**src/rtl/pooling_ctrl.sv**
```systemverilog
// Sequencer feeding one GROUP_LEN-sample group at a time into the Pooling unit and holding its result.
// Optional POOL_CTRL_OVERLAP_EN lets the next group stream in while the previous result waits in HOLD.
module pooling_ctrl #(
    parameter int GROUP_LEN = 8,
    parameter int POOL_LAT  = 1,
    parameter int DW        = 8,
    parameter int NPIX      = 4
) (
    input  logic                 clk,
    input  logic                 rst,
    input  logic                 in_valid,
    output logic                 in_ready,
    input  logic [DW-1:0]        in_data,
    output logic                 En,
    output logic [DW-1:0]        convResult,
    input  logic [NPIX*DW-1:0]   pooledPixels,
    output logic                 out_valid,
    input  logic                 out_ready,
    output logic [NPIX*DW-1:0]   out_pixels,
    output logic                 busy
);
    localparam int CW  = $clog2(GROUP_LEN);
    localparam int DCW = $clog2(POOL_LAT + 1);
    localparam logic [CW-1:0]  CNT_LAST = CW'(GROUP_LEN - 1);
    localparam logic [DCW-1:0] DCNT_INIT = DCW'(POOL_LAT);

    typedef enum logic [1:0] {FEED, DRAIN, HOLD} state_t;

    state_t         state, state_nxt;
    logic [CW-1:0]  cnt;
    logic [DCW-1:0] dcnt;
    logic           accept;
    logic           last_accept;
    logic           load_dcnt;
    logic           capture;
    logic           clr_out;

    // in_ready is a function of state/cnt/out_ready only, never of in_valid.
    always_comb begin
        in_ready = 1'b0;
        case (state)
            FEED:    in_ready = 1'b1;
            DRAIN:   in_ready = 1'b0;
            HOLD: begin
`ifdef POOL_CTRL_OVERLAP_EN
                in_ready = !((cnt == CNT_LAST) && out_valid && !out_ready);
`else
                in_ready = 1'b0;
`endif
            end
            default: in_ready = 1'b0;
        endcase
    end

    assign accept      = in_valid & in_ready;
    assign last_accept = accept && (cnt == CNT_LAST);

    always_comb begin
        state_nxt = state;
        load_dcnt = 1'b0;
        capture   = 1'b0;
        clr_out   = 1'b0;
        case (state)
            FEED: begin
                if (last_accept) begin
                    state_nxt = DRAIN;
                    load_dcnt = 1'b1;
                end
            end
            DRAIN: begin
                if (dcnt == '0) begin
                    capture   = 1'b1;
                    state_nxt = HOLD;
                end
            end
            HOLD: begin
                if (out_valid && out_ready) begin
                    clr_out = 1'b1;
                    // Only reachable with overlap: the final sample goes straight to DRAIN.
                    if (last_accept) begin
                        state_nxt = DRAIN;
                        load_dcnt = 1'b1;
                    end else begin
                        state_nxt = FEED;
                    end
                end
            end
            default: state_nxt = FEED;
        endcase
    end

    always_ff @(posedge clk) begin
        if (rst) begin
            state      <= FEED;
            cnt        <= '0;
            dcnt       <= '0;
            En         <= 1'b0;
            convResult <= '0;
            out_valid  <= 1'b0;
            out_pixels <= '0;
        end else begin
            state <= state_nxt;
            En    <= accept;
            if (accept) begin
                convResult <= in_data;
                cnt        <= (cnt == CNT_LAST) ? '0 : cnt + CW'(1);
            end
            if (load_dcnt) begin
                dcnt <= DCNT_INIT;
            end else if ((state == DRAIN) && (dcnt != '0)) begin
                dcnt <= dcnt - DCW'(1);
            end
            if (capture) begin
                out_pixels <= pooledPixels;
                out_valid  <= 1'b1;
            end else if (clr_out) begin
                out_valid <= 1'b0;
            end
        end
    end

    assign busy = (state != FEED) || (cnt != '0);

endmodule
```
**config.mk**
```make
export PLATFORM = sky130hd
export DESIGN_NAME = pooling_ctrl
export DESIGN_NICKNAME = d
export VERILOG_FILES = /design/src/rtl/pooling_ctrl.sv
export SDC_FILE = /design/constraint.sdc
export NUM_CORES = 1
export LEC_CHECK = 0
export ABC_AREA = 0
export BUFFER_PORTS_ARGS = -buffer_cell sky130_fd_sc_hd__buf_4
export CAP_MARGIN = 40
export CELL_PAD_IN_SITES_DETAIL_PLACEMENT = 1
export CELL_PAD_IN_SITES_GLOBAL_PLACEMENT = 1
export CORE_AREA = 2 2 80 82
export CTS_CLUSTER_SIZE = 30
export DETAILED_ROUTE_END_ITERATION = 8
export DIE_AREA = 0 0 82 84
export PLACE_DENSITY_LB_ADDON = 0.12
export SLEW_MARGIN = 30
export SYNTH_ARGS = -nofsm -noshare
export SYNTH_HDL_FRONTEND = slang
export SYNTH_SLANG_ARGS = --single-unit
```
**constraint.sdc**
```tcl
create_clock -name clk -period 1.72 [get_ports clk]
set_input_delay 0.344 -clock clk [delete_from_list [all_inputs] [get_ports clk]]
set_output_delay 0.344 -clock clk [all_outputs]
set_load 0.1 [all_outputs]
```
==> impl_metrics.sql <==
INSERT INTO impl_metrics (metric_group, metric, value, unit) VALUES
('clocking', 'clockBufferDepth', '2', ''),
('yosys', 'mappedNetlistNets', '263', ''),
('placement', 'placed_area', '2492', 'um2'),
('setup_path', 'maximum_net_fanout_on_the_critical_path', '6', ''),
('global_routing', 'grt_max_degree', '49', ''),
('setup_path', 'cpMaxStageDelayCell', 'sky130_fd_sc_hd__dfxtp_2', ''),
('drt', 'drt_iter0_markers', '33', ''),
('global_routing', 'global_route.usage.total', '14.37', '%'),
('yosys', 'synth.largest_area_cell', 'sky130_fd_sc_hd__dfxtp_1', ''),
('yosys', 'yosysSeqAreaShare', '54.78', '%'),
('timing', 'final-setup-viol-count', '0', ''),
('yosys', 'ys_async_sr_fraction', '0', '%'),
('outcome', 'outcome', 'finished, final reports clean', ''),
('yosys', 'synth.top_cells.by_area', 'sky130_fd_sc_hd__dfxtp_1 (55%), sky130_fd_sc_hd__nand2_1 (18%), sky130_fd_sc_hd__a21oi_1 (13%), sky130_fd_sc_hd__ha_1 (2.1%), sky130_fd_sc_hd__buf_2 (1.7%)', ''),
('global_routing', 'grt_overflow', '0', ''),
('power', 'power.density_cell_area', '787.5', 'nW/um2'),
('timing', 'actual_slew_at_the_worst_max_slew_pin', '0.5033', 'ns'),
('timing', 'setup_ws', '0.1256', 'ns'),
('setup_path', 'critical_path.top_delay_family', 'buffers and inverters', ''),
('drt', 'totalWireLength', '4734', 'um'),
('setup_path', 'type_of_the_worst_setup_path', 'flop to output pin', ''),
('yosys', 'syn_area', '1754', 'um2'),
('placement', 'dp_hpwl', '3183', 'um'),
('setup_path', 'worst-endpoint-arrival', '1.25', 'ns'),
('global_routing', 'global_route_wire_length_before_repair', '7576', 'um'),
('floorplan', 'fp.dieW', '82', 'um'),
('worst_hold_path', 'holdCritPathClass', 'input port to flop', ''),
('clocking', 'cts-hold-fix-buffers', '0', ''),
('setup_path', 'timing.critical_path.from_type', 'flop', ''),
('floorplan', 'floorplan.initialDensity', '28.78', '%'),
('yosys', 'synth_largest_type_area_fraction', '54.78', '%'),
('yosys', 'syn-instance-count', '216', ''),
('global_routing', 'antenna_violations_before_repair', '0', ''),
('finish', 'layout-drive-gt1-share', '34.67', '%'),
('setup_path', 'worstReg2RegStart', 'state[0]', ''),
('drt', 'post_drt_wl_per_cell', '12.56', 'um'),
('setup_path', 'crit_required', '1.38', 'ns'),
('floorplan', 'io-pin-count', '88', ''),
('yosys', 'synth_top_cells_by_count', 'sky130_fd_sc_hd__nand2_1 (86), sky130_fd_sc_hd__dfxtp_1 (48), sky130_fd_sc_hd__a21oi_1 (45)', ''),
('yosys', 'top_reg_cell_synth', 'sky130_fd_sc_hd__dfxtp_1', ''),
('clocking', 'clkLatencyLatePin', '0.30', 'ns'),
('timing', 'finalWorstPathRequiredPeriod', '1.594', 'ns'),
('timing', 'final_hold_viol_count', '0', ''),
('yosys', 'ys.warnings.count', '0', ''),
('clocking', 'tritoncts_clock_tree', 'yes', ''),
('timing', 'worst_slew_margin_rel', '66.45', '%'),
('global_routing', 'grt_pass1_vias', '1690', ''),
('yosys', 'post-synth-top-count-cell', 'sky130_fd_sc_hd__nand2_1', ''),
('floorplan', 'design.die.area', '6888', 'um2'),
('timing', 'finClkSkew', '0.005109', 'ns'),
('yosys', 'postSynthRegisterBits', '48', ''),
('yosys', 'synth_enable_flop_cells', '0', ''),
('timing', 'grt_setup_unrepaired', 'false', ''),
('drt', 'post-route-drc-count', '0', ''),
('clocking', 'cts-buffers-inserted', '5', ''),
('timing', 'final_min_period_over_clock_period', '92.70', '%'),
('timing', 'drv_slew', '0', ''),
('placement', 'routabilityCongestion', '0.7240', ''),
('worst_hold_path', 'worst_hold_start', 'pooledPixels[10]', ''),
('floorplan', 'cell_rows', '29', ''),
('drt', 'dr.pass1.iters', '2', ''),
('setup_path', 'timing.critical_path.to_type', 'output pin', ''),
('placement', 'place.port_buffers', '87', ''),
('yosys', 'synth_cell_type_count', '22', ''),
('finish', 'final-instance-count-excl-fill', '377', ''),
('flow_run', 'max_cap_viol_count', '0', ''),
('power', 'totalPowerFinal', '2.032', 'mW'),
('finish', 'area_delta_synth_final', '47.08', '%'),
('setup_path', 'crit_chain', 'buf_4 > nor2_4 > nand3b_1 > buf_8', ''),
('clocking', 'cts_sinks', '48', ''),
('power', 'worst_ir_drop_vdd', '0.3567', 'mV');
==> routing by layer <==
layer	track usage (%)	vias to the layer above	routed length [um]	share of wire, %
met5	0	-	0	0
met4	5.455	0	76	1.6
met3	5.519	5	356	7.5
met2	24.32	51	2237	47
met1	15.95	766	2063	44
li1	-	865	-	-
==> power by group <==
group / leakage, nW / internal [mW] / switching [mW]
combinational: 0.658 / 0.101 / 0.166
sequential: 0.389 / 1.13 / 0.00880
clock: 0.0410 / 0.277 / 0.353
==> flip-flops by register name, indices dropped and copies added (netlist names) <==
register    cells
out_pixels     32
convResult      8
cnt             3
state           2
En              1
dcnt            1
out_valid       1
==> path summary, 6_finish.rpt <==
check | slack (ns) | to | cells past startpoint
worst max-delay path | 0.13 | busy | 4
worst min-delay path | 0.28 | out_pixels[10] | 3
worst max register to register | 0.27 | cnt[0] | 3
worst min register to register | 0.46 | out_pixels[31] | 2
==> cells in the final DEF, fill, tap and decap left out, types with 2 or more instances in the layout <==
cell type                  Yosys  final
sky130_fd_sc_hd__dfxtp_2       0      2
sky130_fd_sc_hd__nor2_1        3      2
sky130_fd_sc_hd__inv_1         3      3
sky130_fd_sc_hd__ha_1          3      3
sky130_fd_sc_hd__a21oi_1      45     45
sky130_fd_sc_hd__dfxtp_1      48     46
sky130_fd_sc_hd__nand2_1      86     86
sky130_fd_sc_hd__buf_4         1     90
sky130_fd_sc_hd__clkbuf_8      0      5
==> final cells by class <==
type | count | area, um2
fillers | 750 | 3516
flip-flops and latches | 48 | 963.4
multi-input cells | 150 | 720.7
repair buffers | 92 | 710.7
well taps | 77 | 96.34
clock buffers | 6 | 72.57
inverters | 3 | 11.26
clock inverters | 1 | 5.005
==> metrics by stage <==
| stage | util (%) | hold WS [ns] | TNS, ns |
|---|---|---|---|
| finish | 42.32 | 0.2850 | 0 |
| CTS | 42.22 | 0.2718 | 0 |
| global placement | 40.89 | 0.4427 | 0 |
| detailed placement | 40.89 | 0.4474 | 0 |
| floorplan | - | 0.4484 | -0.4466 |
| global route | 42.32 | 0.2790 | 0 |
==> worst min-delay path, cell delays in order <==
cell and delay (ns):
sky130_fd_sc_hd__buf_4 0.11, sky130_fd_sc_hd__nand2_1 0.04, sky130_fd_sc_hd__a21oi_1 0.05
==> cell families (layout without fill, tap and decap cells) <==
| kind of cell | Yosys count | after routing | share of synthesized area [%] |
|---|---|---|---|
| flip-flops | 48 | 48 | 54.78 |
| buffers and inverters | 18 | 102 | 4.922 |
| AND/OR/NAND/NOR | 97 | 97 | 23.18 |
| adder cells (fa/ha/maj) | 3 | 3 | 2.140 |
| AO/OA/AOI/OAI | 50 | 50 | 14.98 |
Power figures use the tool's default switching activity.
